===== config.mk =====
export PLATFORM = sky130hd
export DESIGN_NAME = mac_sequencer
export DESIGN_NICKNAME = d
export VERILOG_FILES = /design/src/rtl/mac_sequencer.sv
export SDC_FILE = /design/constraint.sdc
export NUM_CORES = 1
export LEC_CHECK = 0
export ABC_AREA = 1
export BUFFER_PORTS_ARGS = -buffer_cell sky130_fd_sc_hd__buf_2
export CORE_MARGIN = 5
export CORE_UTILIZATION = 33
export CTS_CLUSTER_DIAMETER = 120
export DETAILED_ROUTE_END_ITERATION = 16
export PLACE_DENSITY = 0.69
export SYNTH_ARGS = -nofsm -noshare
export SYNTH_HDL_FRONTEND = slang
export SYNTH_SLANG_ARGS = --single-unit
export TNS_END_PERCENT = 100

===== constraint.sdc =====
create_clock -name clk -period 1.2 [get_ports clk]
set_input_delay 0.12 -clock clk [delete_from_list [all_inputs] [get_ports clk]]
set_output_delay 0.12 -clock clk [all_outputs]
set_load 0.05 [all_outputs]

===== src/rtl/mac_sequencer.sv =====
// mac_sequencer: sequences K operand pairs into a downstream MAC and holds the final dot product.
// Ports:
//   clk, arst_n_in                 clock (rising edge) and asynchronous active-low reset
//   start, length                  begin a dot product of 'length' products (ignored unless IDLE, length!=0)
//   op_valid/op_ready, op_a, op_b  operand pair handshake
//   mac_a, mac_b, mac_p_valid      operands and product strobe to the MAC
//   mac_input_valid                accept delayed one cycle (MAC accumulation cycle)
//   mac_accumulate_internal        0 for the first product of a dot product, 1 afterwards
//   mac_out                        running sum from the MAC
//   result_valid/result_ready, result_data  held result handshake
//   busy                           FSM not in IDLE
//   abort                          only with MAC_SEQUENCER_ABORT_EN: return to IDLE at the next edge
module mac_sequencer #(
    parameter int A_WIDTH      = 16,
    parameter int B_WIDTH      = 16,
    parameter int OUTPUT_WIDTH = 16,
    parameter int LEN_WIDTH    = 8
) (
    input  logic                           clk,
    input  logic                           arst_n_in,
    input  logic                           start,
    input  logic        [LEN_WIDTH-1:0]    length,
    input  logic                           op_valid,
    output logic                           op_ready,
    input  logic signed [A_WIDTH-1:0]      op_a,
    input  logic signed [B_WIDTH-1:0]      op_b,
    output logic        [A_WIDTH-1:0]      mac_a,
    output logic        [B_WIDTH-1:0]      mac_b,
    output logic                           mac_p_valid,
    output logic                           mac_input_valid,
    output logic                           mac_accumulate_internal,
    input  logic signed [OUTPUT_WIDTH-1:0] mac_out,
    output logic                           result_valid,
    input  logic                           result_ready,
`ifdef MAC_SEQUENCER_ABORT_EN
    input  logic                           abort,
`endif
    output logic signed [OUTPUT_WIDTH-1:0] result_data,
    output logic                           busy
);
    typedef enum logic [1:0] {IDLE, RUN, DRAIN, HOLD} state_t;

    state_t                         r_state;
    state_t                         w_next;
    logic        [LEN_WIDTH-1:0]    r_rem;
    logic                           r_first;
    logic                           r_in_valid;
    logic signed [OUTPUT_WIDTH-1:0] r_result;
    logic                           w_abort;
    logic                           w_accept;
    logic                           w_launch;

`ifdef MAC_SEQUENCER_ABORT_EN
    assign w_abort = abort;
`else
    assign w_abort = 1'b0;
`endif

    assign op_ready                = r_state == RUN;
    assign w_accept                = op_valid && op_ready && !w_abort;
    assign w_launch                = r_state == IDLE && start && length != '0 && !w_abort;
    assign mac_a                   = op_a;
    assign mac_b                   = op_b;
    assign mac_p_valid             = w_accept;
    assign mac_input_valid         = r_in_valid;
    assign mac_accumulate_internal = r_in_valid && !r_first;
    assign result_valid            = r_state == HOLD;
    assign result_data             = r_result;
    assign busy                    = r_state != IDLE;

    always_ff @(posedge clk or negedge arst_n_in) begin
        if (!arst_n_in) r_state <= IDLE;
        else            r_state <= w_next;
    end

    always_comb begin
        w_next = r_state;
        case (r_state)
            IDLE:    w_next = w_launch ? RUN : IDLE;
            RUN:     w_next = (w_accept && r_rem == LEN_WIDTH'(1)) ? DRAIN : RUN;
            DRAIN:   w_next = HOLD;
            HOLD:    w_next = result_ready ? IDLE : HOLD;
            default: w_next = IDLE;
        endcase
        if (w_abort) w_next = IDLE;
    end

    always_ff @(posedge clk or negedge arst_n_in) begin
        if (!arst_n_in) begin
            r_rem      <= '0;
            r_first    <= 1'b0;
            r_in_valid <= 1'b0;
            r_result   <= '0;
        end else begin
            r_in_valid <= w_accept;
            // first-product flag drops after the first accumulation cycle; a new launch re-arms it
            if (r_in_valid) r_first <= 1'b0;
            if (w_launch) begin
                r_rem   <= length;
                r_first <= 1'b1;
            end else if (w_accept) begin
                r_rem <= r_rem - LEN_WIDTH'(1);
            end
            // DRAIN is the final accumulation cycle, so mac_out already carries the full sum
            if (r_state == DRAIN && !w_abort) r_result <= mac_out;
        end
    end
endmodule


==> run summary <==
The run finished, with violations left. The checks that failed: setup timing. After floorplanning, the core was divided into 26 placement rows. The area added between synthesis and finish came out at 22.1%.

The pin slew with the least headroom to its limit came out at 0.363 ns. The proportion of register bits with asynchronous set or reset after synthesis came out at 100%. The number of hold-slack violations in the final timing report was 0. The die is 81.2 µm wide. The worst path arrival time is 1.14 ns.

The via count of the first global-routing pass came out at 1,173. During I/O placement, the number of pins put on the boundary was 115. The starting density of the core came out at 33.4%. The cell accounting for the most synthesized area is sky130_fd_sc_hd__dfrtp_1.

The shortest clock period the worst path allows after layout came out at 1.26 ns. The setup skew after layout is 0.00640 ns. The post-route fraction of the period consumed by the critical path came out at 105%. The final standard cell count with taps included and fillers excluded is 279. Setup repair after global routing could not meet its margin everywhere.

The first global-routing pass estimated 5430 µm of wire. The clock sink total came out at 28. The max capacitance violation total is 0. The mean post-synth cell area is 9.55 µm². In the post-synthesis netlist, the biggest area contributors are sky130_fd_sc_hd__dfrtp_1 42%, sky130_fd_sc_hd__buf_4 14%, sky130_fd_sc_hd__mux2_4 9.0%.

The setup path with the least slack is of type flop to primary output. The power density of the placed cells is 2780 nW/µm². The kind of end point of the critical path is a primary output.

The type of the tightest min-delay check is primary input to flop. After detailed routing, the average wire length per cell comes to 12.1 µm. The count of input and output buffers came out at 50. The final number of max-transition violations is 0. The type of origin of the critical path is a flop. The clock tree root driver cell is sky130_fd_sc_hd__clkbuf_8. The post-placement cell count is 268. After synthesis the cells add up to 1670 µm². The post-route DRC violation count came out at 0. Grouping stages by cell kind, the critical path spends the most delay in flip-flops. The critical path goes through buf_6 > nand3_4 > clkinv_4 > buf_8. The area of the core came out at 5010 µm².

TritonCTS built the clock tree. The number of antenna violations at the first check in global routing is 0. The total length of routed wires is 3380 µm. The detailed router finished its first iteration with 34 violations. The synthesized design contains 28 register bits. The maximum level of the CTS H-tree is 1. The maximum number of pins on one net before global-route repair is 29.

The fraction of synthesized cell area taken by the top area cell type came out at 41.9%. The commonest cells after synthesis are 32 x sky130_fd_sc_hd__buf_4, 28 x sky130_fd_sc_hd__dfrtp_1, 28 x sky130_fd_sc_hd__nand3_1. Summing the sequential cell areas from Yosys gives 41.9% of the chip area. The critical path data required time is 1.08 ns. The die footprint is 6590 µm². In this run, synthesis inferred 0 flip-flops with an integrated enable. Yosys instantiated no cell more often than sky130_fd_sc_hd__buf_4. The insertion delay to the later sink of the worst-skew pair came out at 0.27 ns. The highest net fanout along the worst path is 3. The total chip power came out at 5.68 mW. The final weighted congestion in routability-driven placement came out at 0.820. The ratio of cells with drive above 1 in the final layout is 50.2%. The TritonCTS buffer count is 3. After global routing, the most crowded layer is met2. The sum of overflow across all layers after global routing is 0. The mean number of vias per cell came out at 4.43. The number of optimization iterations in the first detailed-route pass is 4. The worst ir drop on vdd is 1.09 mV. For this run, the number of Yosys warnings is 0. The smallest setup slack after layout is -0.0617 ns. Counting both buffers and inverters, the worst setup path holds a total of 3.

The number of antenna-violating nets in the routed design is 0. 0 antenna diodes ended up in the layout. The global-route met2 utilization is 17.3%.

The number of distinct library cells after synthesis came out at 22. Setup violations remaining at the end of the flow were counted as 20. The largest stage delay on the critical path came out at 0.41 ns. In this run the tightest slew margin relative to its limit is 75.8%. For this design the static power due to leakage is 1.09 nW. The height of the die is 81.2 µm. Among all stages on the critical path, the largest delay is contributed by sky130_fd_sc_hd__dfrtp_1.

The maximum number of buffers from clock root to sink is 2. The clock edge transition at the registers on the reported setup and hold paths came out at 0.10 ns. For this run, the post-layout net count is 273. The met1 routing resource usage after global routing is 12.6%. For this run, the total global-route usage over all layers was measured as 10.4%.

For this run, global-route usage on met3 was measured as 2.22%. The fmax came out at 0.793 GHz. Counting every net in the synthesized netlist gives 238. The share of the core filled with cells is 40.7%. Summed over all nets, the half-perimeter wirelength after detailed placement is 2500 µm. The post-route worst hold slack is 0.0779 ns. The count of vias placed by the detailed router is 1,235. Among all flip-flop cells after synthesis, the most frequent one is sky130_fd_sc_hd__dfrtp_1. The cell count after synthesis came out at 175.
## sequential cells by signal, summed over array words and instances (netlist names)
| register | cells |
|---|---|
| r_state | 2 |
| result_data | 16 |
| r_first | 1 |
| r_rem | 8 |
| mac_input_valid | 1 |
## routing by layer
metal | part of all wire [%] | up-vias
li1 | - | 600
met1 | 40 | 586
met2 | 50 | 43
met3 | 7.5 | 6
met4 | 2.0 | 0
met5 | 0 | -
## kinds of logic (layout without fill, tap and decap cells)
group,after synthesis,after routing,share of synthesized area [%]
simple gates,75,75,22.6
buf+inv,50,84,19.1
flops,28,28,41.9
mux,16,16,13.0
xor+xnor,3,3,1.57
fa+ha+maj,2,2,1.50
compound gates,1,1,0.299
## placed cells by master (no fill, tap or decap), drive strengths merged, types with 2 or more instances in the layout
cell    Yosys  layout
nand3      29      29
xor2        2       2
mux2       16      16
clkbuf      0       5
buf        33      61
nor2       13      13
nand2      28      28
nand4       2       2
ha          2       2
inv        17      16
dfrtp      28      28
## power breakdown
part / switching [mW] / total [mW] / internal, mW
logic: 2.13 / 3.37 / 1.24
clock network: 0.282 / 0.575 / 0.293
registers: 0.333 / 1.73 / 1.39
total: 2.74 / 5.68 / 2.93
## area by class of cell
cell class | instances | area (µm²)
inverters | 17 | 71.3
fillers | 513 | 2970
repair buffers | 63 | 413
multi-input cells | 97 | 712
flip-flops and latches | 28 | 702
well taps | 70 | 87.6
clock buffers | 4 | 55.1
## final timing paths
path                           startpoint             end  slack (ns)  cells after the start
max                            r_state[0]     mac_p_valid       -0.06                      4
min                            mac_out[1]  result_data[1]        0.08                      2
max reg2reg                    r_state[0]  result_data[2]       -0.01                      3
min reg2reg                result_data[3]  result_data[3]        0.51                      1
max in group asynchronous       arst_n_in      r_state[1]        0.54                      3
min in group asynchronous       arst_n_in        r_rem[1]        0.37                      3
## metrics by stage
step | TNS (ns) | area (µm²) | worst slack (ns)
5_1_grt | -2.27 | 2040 | -0.119
2_1_floorplan | -0.0906 | 1690 | -0.0119
6_report | -0.214 | 2040 | -0.0617
3_5_place_dp | -0.00793 | 1820 | -0.00793
4_1_cts | -0.465 | 1970 | -0.0999
3_3_place_gp | 0 | 1820 | 0.00936
## timing repair
action | in CTS | in global routing
endpoints found under the hold margin | 28 | 0
hold buffers | 1 | 0
buffers inserted | 3 | 3
resized for setup | 14 | 18
endpoints found under the setup margin | 6 | 31
pin swaps | 2 | 3
(Power assumes the default switching activity.)
